File: config.mk
export PLATFORM = sky130hd
export DESIGN_NAME = simple_pipe_feeder
export DESIGN_NICKNAME = d
export VERILOG_FILES = /design/src/rtl/simple_pipe_feeder.sv
export SDC_FILE = /design/constraint.sdc
export NUM_CORES = 1
export LEC_CHECK = 0
export BUFFER_PORTS_ARGS = -buffer_cell sky130_fd_sc_hd__clkbuf_2
export CAP_MARGIN = 30
export CORE_UTILIZATION = 30
export CTS_BUF_LIST = sky130_fd_sc_hd__clkbuf_2 sky130_fd_sc_hd__clkbuf_4 sky130_fd_sc_hd__clkbuf_8
export DETAILED_ROUTE_END_ITERATION = 8
export PLACE_DENSITY = 0.53
export SLEW_MARGIN = 10
export SYNTH_ARGS = -nofsm -noshare
export SYNTH_HDL_FRONTEND = slang
export SYNTH_SLANG_ARGS = --single-unit
export TNS_END_PERCENT = 20
File: constraint.sdc
create_clock -name clk -period 2.25 [get_ports clk]
set_input_delay 0.3375 -clock clk [delete_from_list [all_inputs] [get_ports clk]]
set_output_delay 0.3375 -clock clk [all_outputs]
set_load 0.005 [all_outputs]
File: src/rtl/simple_pipe_feeder.sv
// Instruction feeder and register-file sampler for the 4-register, 3-stage pipeline_v core.
// Issues a stored program one instruction per cycle, waits out write-back, then snapshots r0..r3.
module simple_pipe_feeder #(
    parameter int DEPTH = 16,
    parameter int AW    = 4,
    parameter int DRAIN = 2
) (
    input  logic          clk,
    input  logic          rst_n,
    input  logic          prog_we,
    input  logic [AW-1:0] prog_addr,
    input  logic [7:0]    prog_data,
    input  logic [AW:0]   prog_len,
    input  logic          start,
    input  logic          hold,
    output logic [7:0]    inst,
    output logic [1:0]    dummy_read_rf,
    input  logic [7:0]    dummy_rf_data,
    output logic          busy,
    output logic          done,
    output logic [AW:0]   inst_count,
    output logic [31:0]   rf_snap
);

    typedef enum logic [2:0] {
        S_IDLE,
        S_ISSUE,
        S_DRAIN,
        S_READ,
        S_DONE
    } state_t;

    localparam int            CW        = (DRAIN < 2) ? 1 : $clog2(DRAIN + 1);
    localparam logic [CW-1:0] DRAIN_W   = CW'(DRAIN);
    localparam logic [CW-1:0] CNT_ONE   = CW'(1);
    localparam logic [AW:0]   DEPTH_W   = (AW + 1)'(DEPTH);
    localparam logic [AW:0]   LEN_ONE   = (AW + 1)'(1);
    localparam logic [AW-1:0] PC_ONE    = AW'(1);

    state_t          state, state_nx;
    logic [7:0]      mem [DEPTH];
    logic [AW-1:0]   pc;
    logic [AW:0]     len;
    logic [AW:0]     len_clip;
    logic [CW-1:0]   drain_cnt;
    logic [1:0]      idx;
    logic            last_issue;
    logic            prog_open;

    assign len_clip   = (prog_len > DEPTH_W) ? DEPTH_W : prog_len;
    assign last_issue = ({1'b0, pc} == (len - LEN_ONE));
    // Loading is only safe when nothing is reading the program.
    assign prog_open  = (state == S_IDLE) || (state == S_DONE);

    // NOTE: sequential state uses non-blocking assignments so every flop samples pre-edge values.
    always_ff @(posedge clk or negedge rst_n) begin
        if (!rst_n) begin
            state <= S_IDLE;
        end else begin
            state <= state_nx;
        end
    end

    // NOTE: every combinational output gets a default first so no path can infer a latch.
    always_comb begin
        state_nx = state;
        case (state)
            S_IDLE: begin
                if (start) begin
                    state_nx = (len_clip == '0) ? S_DRAIN : S_ISSUE;
                end
            end
            S_ISSUE: begin
                if (!hold && last_issue) begin
                    state_nx = S_DRAIN;
                end
            end
            S_DRAIN: begin
                if (drain_cnt == CNT_ONE) begin
                    state_nx = S_READ;
                end
            end
            S_READ: begin
                if (idx == 2'd3) begin
                    state_nx = S_DONE;
                end
            end
            S_DONE:  state_nx = S_IDLE;
            default: state_nx = S_IDLE;
        endcase
    end

    always_comb begin
        inst          = 8'h00;
        dummy_read_rf = 2'd0;
        busy          = 1'b0;
        done          = 1'b0;
        case (state)
            S_ISSUE: begin
                busy = 1'b1;
                if (!hold) begin
                    inst = mem[pc];
                end
            end
            S_DRAIN: busy = 1'b1;
            S_READ: begin
                busy          = 1'b1;
                dummy_read_rf = idx;
            end
            S_DONE:  done = 1'b1;
            default: ;
        endcase
    end

    always_ff @(posedge clk or negedge rst_n) begin
        if (!rst_n) begin
            pc         <= '0;
            len        <= '0;
            drain_cnt  <= '0;
            idx        <= '0;
            inst_count <= '0;
            rf_snap    <= '0;
        end else begin
            case (state)
                S_IDLE: begin
                    if (start) begin
                        len        <= len_clip;
                        pc         <= '0;
                        inst_count <= '0;
                        rf_snap    <= '0;
                        drain_cnt  <= DRAIN_W;
                    end
                end
                S_ISSUE: begin
                    if (!hold) begin
                        pc         <= pc + PC_ONE;
                        inst_count <= inst_count + LEN_ONE;
                        if (last_issue) begin
                            drain_cnt <= DRAIN_W;
                        end
                    end
                end
                S_DRAIN: begin
                    drain_cnt <= drain_cnt - CNT_ONE;
                    if (drain_cnt == CNT_ONE) begin
                        idx <= '0;
                    end
                end
                S_READ: begin
                    rf_snap[8*idx +: 8] <= dummy_rf_data;
                    idx                 <= idx + 2'd1;
                end
                default: ;
            endcase
        end
    end

    // NOTE: the program store is built from resettable flops so a reset leaves every entry a NOP.
    always_ff @(posedge clk or negedge rst_n) begin
        if (!rst_n) begin
            for (int i = 0; i < DEPTH; i++) begin
                mem[i] <= 8'h00;
            end
        end else if (prog_we && prog_open) begin
            mem[prog_addr] <= prog_data;
        end
    end

endmodule

==> Word level (Yosys, flattened, before mapping) <==
Index checks and enable logic that the tools add are counted.
{ "totals": {"out_inout_bits": 49, "ff_bits": 181, "word_cells": 101, "inputBits": 30} }
{ "classes": {"reduce_logical": 18, "bitwise_logic": 2, "shifts": 2, "add_sub_neg": 6, "mux": 33, "order_cmp": 4, "n_eq_ne": 13} }
{ "op_table": {"columns": ["operator", "n"], "rows": [
  ["$bwmux W128", 1],
  ["$pmux W32 S2", 1],
  ["$mux W8", 5],
  ["$neg A5 Y34", 1],
  ["$shift A8 B34 Y32 const A", 1],
  ["$shiftx A8 B34 Y32", 1],
  ["$bmux W8 S4", 1],
  ["$bwmux W32", 1],
  ["$demux W8 S4", 1],
  ["$mux W32", 1],
  ["$mux W5", 3],
  ["$mux W2", 6],
  ["$mux W3", 4],
  ["$ne A2 B2 Y1 const B", 6],
  ["$pmux W3 S4", 1],
  ["$ge A5 B5 Y1 const B", 2],
  ["$not A4 Y5", 2],
  ["$pmux W5 S2", 1],
  ["$mux W4", 2],
  ["$pmux W4 S2", 1],
  ["$reduce_and A4 Y1", 2],
  ["$eq A3 B2 Y1 const B", 2],
  ["$pmux W2 S3", 1],
  ["$reduce_and A2 Y1", 3],
  ["other kinds (23)", 28]
]} }

==> Longest topological paths before layout <==
{ "depth": {"depth_word": 6, "depth_mapped": 7} }

==> Worst setup path after synthesis <==
OpenSTA, ideal clock, no wires.
{ "synth_path": {"kind": "flip-flop to flip-flop", "startpoint": "register len[0]", "endpoint": "register state[0]", "path_stages_with_launch": 8, "setup_ns": 0.125, "arrival_time_ns": 1.905, "path_slack_ns": 0.220, "t_required_ns": 2.125, "path_cell_list": "dfrtp_1 > inv_1 > ha_1 > nor4bb_1 > a22oi_1 > a2111oi_0 > nand3b_1 > nand3_1"} }
{ "synth_via": {"elab_chain_len": 5} }
{ "synth_lines": {"columns": ["element", "line_no", "text"], "rows": [
  ["start, declared", "43", "logic [AW:0] len;"],
  ["start signal, assigned", "127", "len <= len_clip;"],
  ["$sub A5 B1 Y5", "51", "assign last_issue = ({1'b0, pc} == (len - LEN_ONE));"],
  ["$eq A4 B5 Y1", "51", null],
  ["$logic_and A1 B1 Y1", "74", "if (!hold && last_issue) begin"],
  ["$ne A2 B2 Y1 (no line)", null, null],
  ["$reduce_and A4 Y1 (no line)", null, null],
  ["end signal, assigned", "60", "state <= state_nx;"],
  ["end, declared", "40", "state_t state, state_nx;"]
]} }
Every way passes these cells.
A chain may end at the register's enable or synchronous reset.

==> Final worst setup path <==
{ "layout_path": {"startpoint": "register pc[0]", "endpoint": "output inst[5]"} }
{ "layout_via": {"elab_chain_len": 6} }
{ "layout_lines": {"columns": ["element", "line_no", "text"], "rows": [
  ["start, declared", "42", "logic [AW-1:0] pc;"],
  ["start signal, assigned", "136", "pc <= pc + PC_ONE;"],
  ["$not A4 Y5 (implied by the code)", "102", "inst = mem[pc];"],
  ["$bmux W8 S4", "102", null],
  ["$mux W8 (implied by the code) (2 in series)", "102", null],
  ["$mux W8", "101", "if (!hold) begin"],
  ["$mux W8", "98", "case (state)"],
  ["end, declared", "16", "output logic [7:0] inst,"]
]} }
Every way passes these cells. The select of a mux whose other input is x is not followed.

==> reports/results.ini <==
[cts]
clock_latency_ps=470
clockBufferDepth=2
clkTransAtPathRegs_ps=100
cts.sinks=181
clk_root_buffer_cell=clkbuf_8
cts_max_level=4
cts_buffers=17
cts_tree=built

[grt]
grt_overflow=0
antenna_found_initial=0
grt_pass1_wl_um=31900
grt_pass1_vias=5605
grt_use_total=0.147
grt_max_degree=55

[placement]
port-buffer-count=78
dp_cells=1016
dp_slack_ps=-32.4
hpwlAfterDp_um=13600
gp_congestion=0.830

[synthesis]
yosys.area.top_type_share=0.544
synth_top_cell_by_area=dfrtp_1
synthCells=572
synth_area_per_cell_um2=14.6
synth_seq_area_share=0.544
synth_nets=612
ys_ff_latch=181
async_flop_share=1.00
synth_cell_types=49
synth-edff-count=0
yosys_warnings=0
synth_area_um2=8330
synthFlopType=dfrtp_1
synth.area.top_cells=dfrtp_1 (54%), mux2_2 (18%), mux4_2 (8.7%), a22o_1 (3.7%), mux2i_1 (1.9%)

[final_layout]
stdcell_count=1051
final_common_cell=dfrtp_1
fin_nets=706
multi_input_area_um2=3740
fillers=2628
n_antenna_cell=0
final_cell_mix=dfrtp_1 (180), mux2_2 (130), clkbuf_2 (77), a22o_1 (35), mux4_2 (32)
syn_to_final_growth_pct=19.0
seqCellArea_um2=4530
drive_gt1_frac=0.498

[floorplanning]
die_y_um=169
die_width_um=169
start_util=0.307
rows=60
pin_count=79
dieArea_um2=28400
core_um2=27100

[sta]
finalMaxSlewViolations=0
rsz0062_at_grt=true
hold_viol_final=0
setup_viol=8
fin_skew_ps=22.3
tightest_slew_ps=749
period_needed_ps=2480
timing.final.crit_share=1.10
relSlewSlack=0.500
timing.final.ws_setup_ps=-233
fin_tns_setup_ps=-1730
fmax_mhz=403

[routing]
vias=5223
routedWlPerCell_um=18.9
top_layer=met4
drt_iter0_markers=316
drc=0
met2_wirelength_um=9270
wl_met3_um=740
wl_um=19800
drt-met1-wl_um=9570
antenna_left=0
first_pass_iters=5
viasPerCell=4.97

[critical_path]
r2r-start=state[0]
cp-start-kind=register
critPathRequiredTime_ps=1910
r2r_cells=6
crit_path_max_fanout=8
arrival_ps=2150
worst-setup-path-type=reg -> out
r2r_slack_ps=90
cp-end-kind=primary output
r2r_end=mem[68]

[power]
irDropWorstVdd_uv=389
powerDensity_nw_per_um2=1170
leakagePower_nw=4.53
power.total_mw=11.6

[min_path]
holdCritPathClass=in -> reg
hp-start=prog_len[3]
worstHoldEndpoint=len[3]
hold_depth=3

[run_status]
outcome=finished, violations left
violations=setup timing

[job]
cap_violations=0

==> area by class of cell <==
class | count | share of cell area
Multi-Input combinational cell | 351 | 0.378
Tap cell | 372 | 0.0470
Sequential cell | 181 | 0.457
Clock inverter | 15 | 0.0160
Clock buffer | 17 | 0.0236
Inverter | 10 | 0.00379
Timing Repair Buffer | 105 | 0.0740
==> state kept, by name (all words and copies together), names as in the netlist <==
name and count:
len 5, pc 4, rf_snap 32, idx 2, state 3, mem 128
inst_count 5, drain_cnt 2
==> cells by family (layout without fill, tap and decap cells) <==
family	count (synthesis)	in the layout	share of synthesized area
DFF	181	181	0.544
muxes	180	180	0.284
and+or+nand+nor	86	86	0.0669
AOI/OAI and AO/OA	65	65	0.0586
buffers and inverters	40	147	0.0206
adders and majority gates	10	10	0.0150
xor gates and xnor gates	10	10	0.0105
==> power breakdown <==
group          leakage [nW]  switching [mW]  total [mW]  internal, mW
logic                  1.90            1.98        4.41          2.43
clock network         0.203            1.36        2.20         0.840
registers              2.42           0.654        4.99          4.34
total                  4.53            4.00        11.6          7.61
==> worst max path at each step <==
stage               cells past startpoint       end      from
finish                                  6   inst[5]     pc[0]
global route                            6   inst[1]     pc[0]
CTS                                     6   inst[1]     pc[0]
detailed placement                      5  mem[122]  state[0]
global placement                        5  mem[124]  state[0]
floorplan                               7  state[0]    len[0]
==> layer usage <==
metal,up-vias,track usage
li1,2325,-
met1,2737,0.209
met2,146,0.231
met3,15,0.0283
met4,0,0.0379
met5,-,0
==> cell usage after synthesis, types with 6 or more instances <==
cell type  count
nand2_1       16
buf_2          8
nor2_4         6
mux2_2       130
a22o_1        35
o21ai_0        7
nand3b_1       6
o22ai_1        9
dfrtp_1      181
clkbuf_1      18
ha_1          10
mux4_2        32
a21oi_1        6
nor2_1        19
mux2i_1       16
inv_1         10
==> metrics by stage <==
step / util / hold WS (ps) / area (um^2)
final: 0.365 / 153 / 9900
after global routing: 0.365 / 117 / 9900
after CTS: 0.364 / 118 / 9850
after detailed placement: 0.344 / 341 / 9320
after global placement: 0.344 / 335 / 9320
after floorplan: - / 41.9 / 8330
==> what timing repair did <==
| action | 4_1_cts | 5_1_grt |
|---|---|---|
| hold buffers | 1 | 0 |
| buffers inserted | 1 | 0 |
| pin swaps | 2 | 0 |
| gates resized for setup | 18 | 12 |
| cloned | 1 | 0 |
| setup endpoints to repair | 16 | 41 |
| hold endpoints to repair | 51 | 0 |
==> critical path, stage by stage, from the launching register on <==
cell,delay (ps)
dfrtp_2,390
buf_12,140
buf_12,150
mux4_2,520
mux2i_2,210
o22ai_2,120
clkbuf_2,150
(Power assumes the default switching activity.)
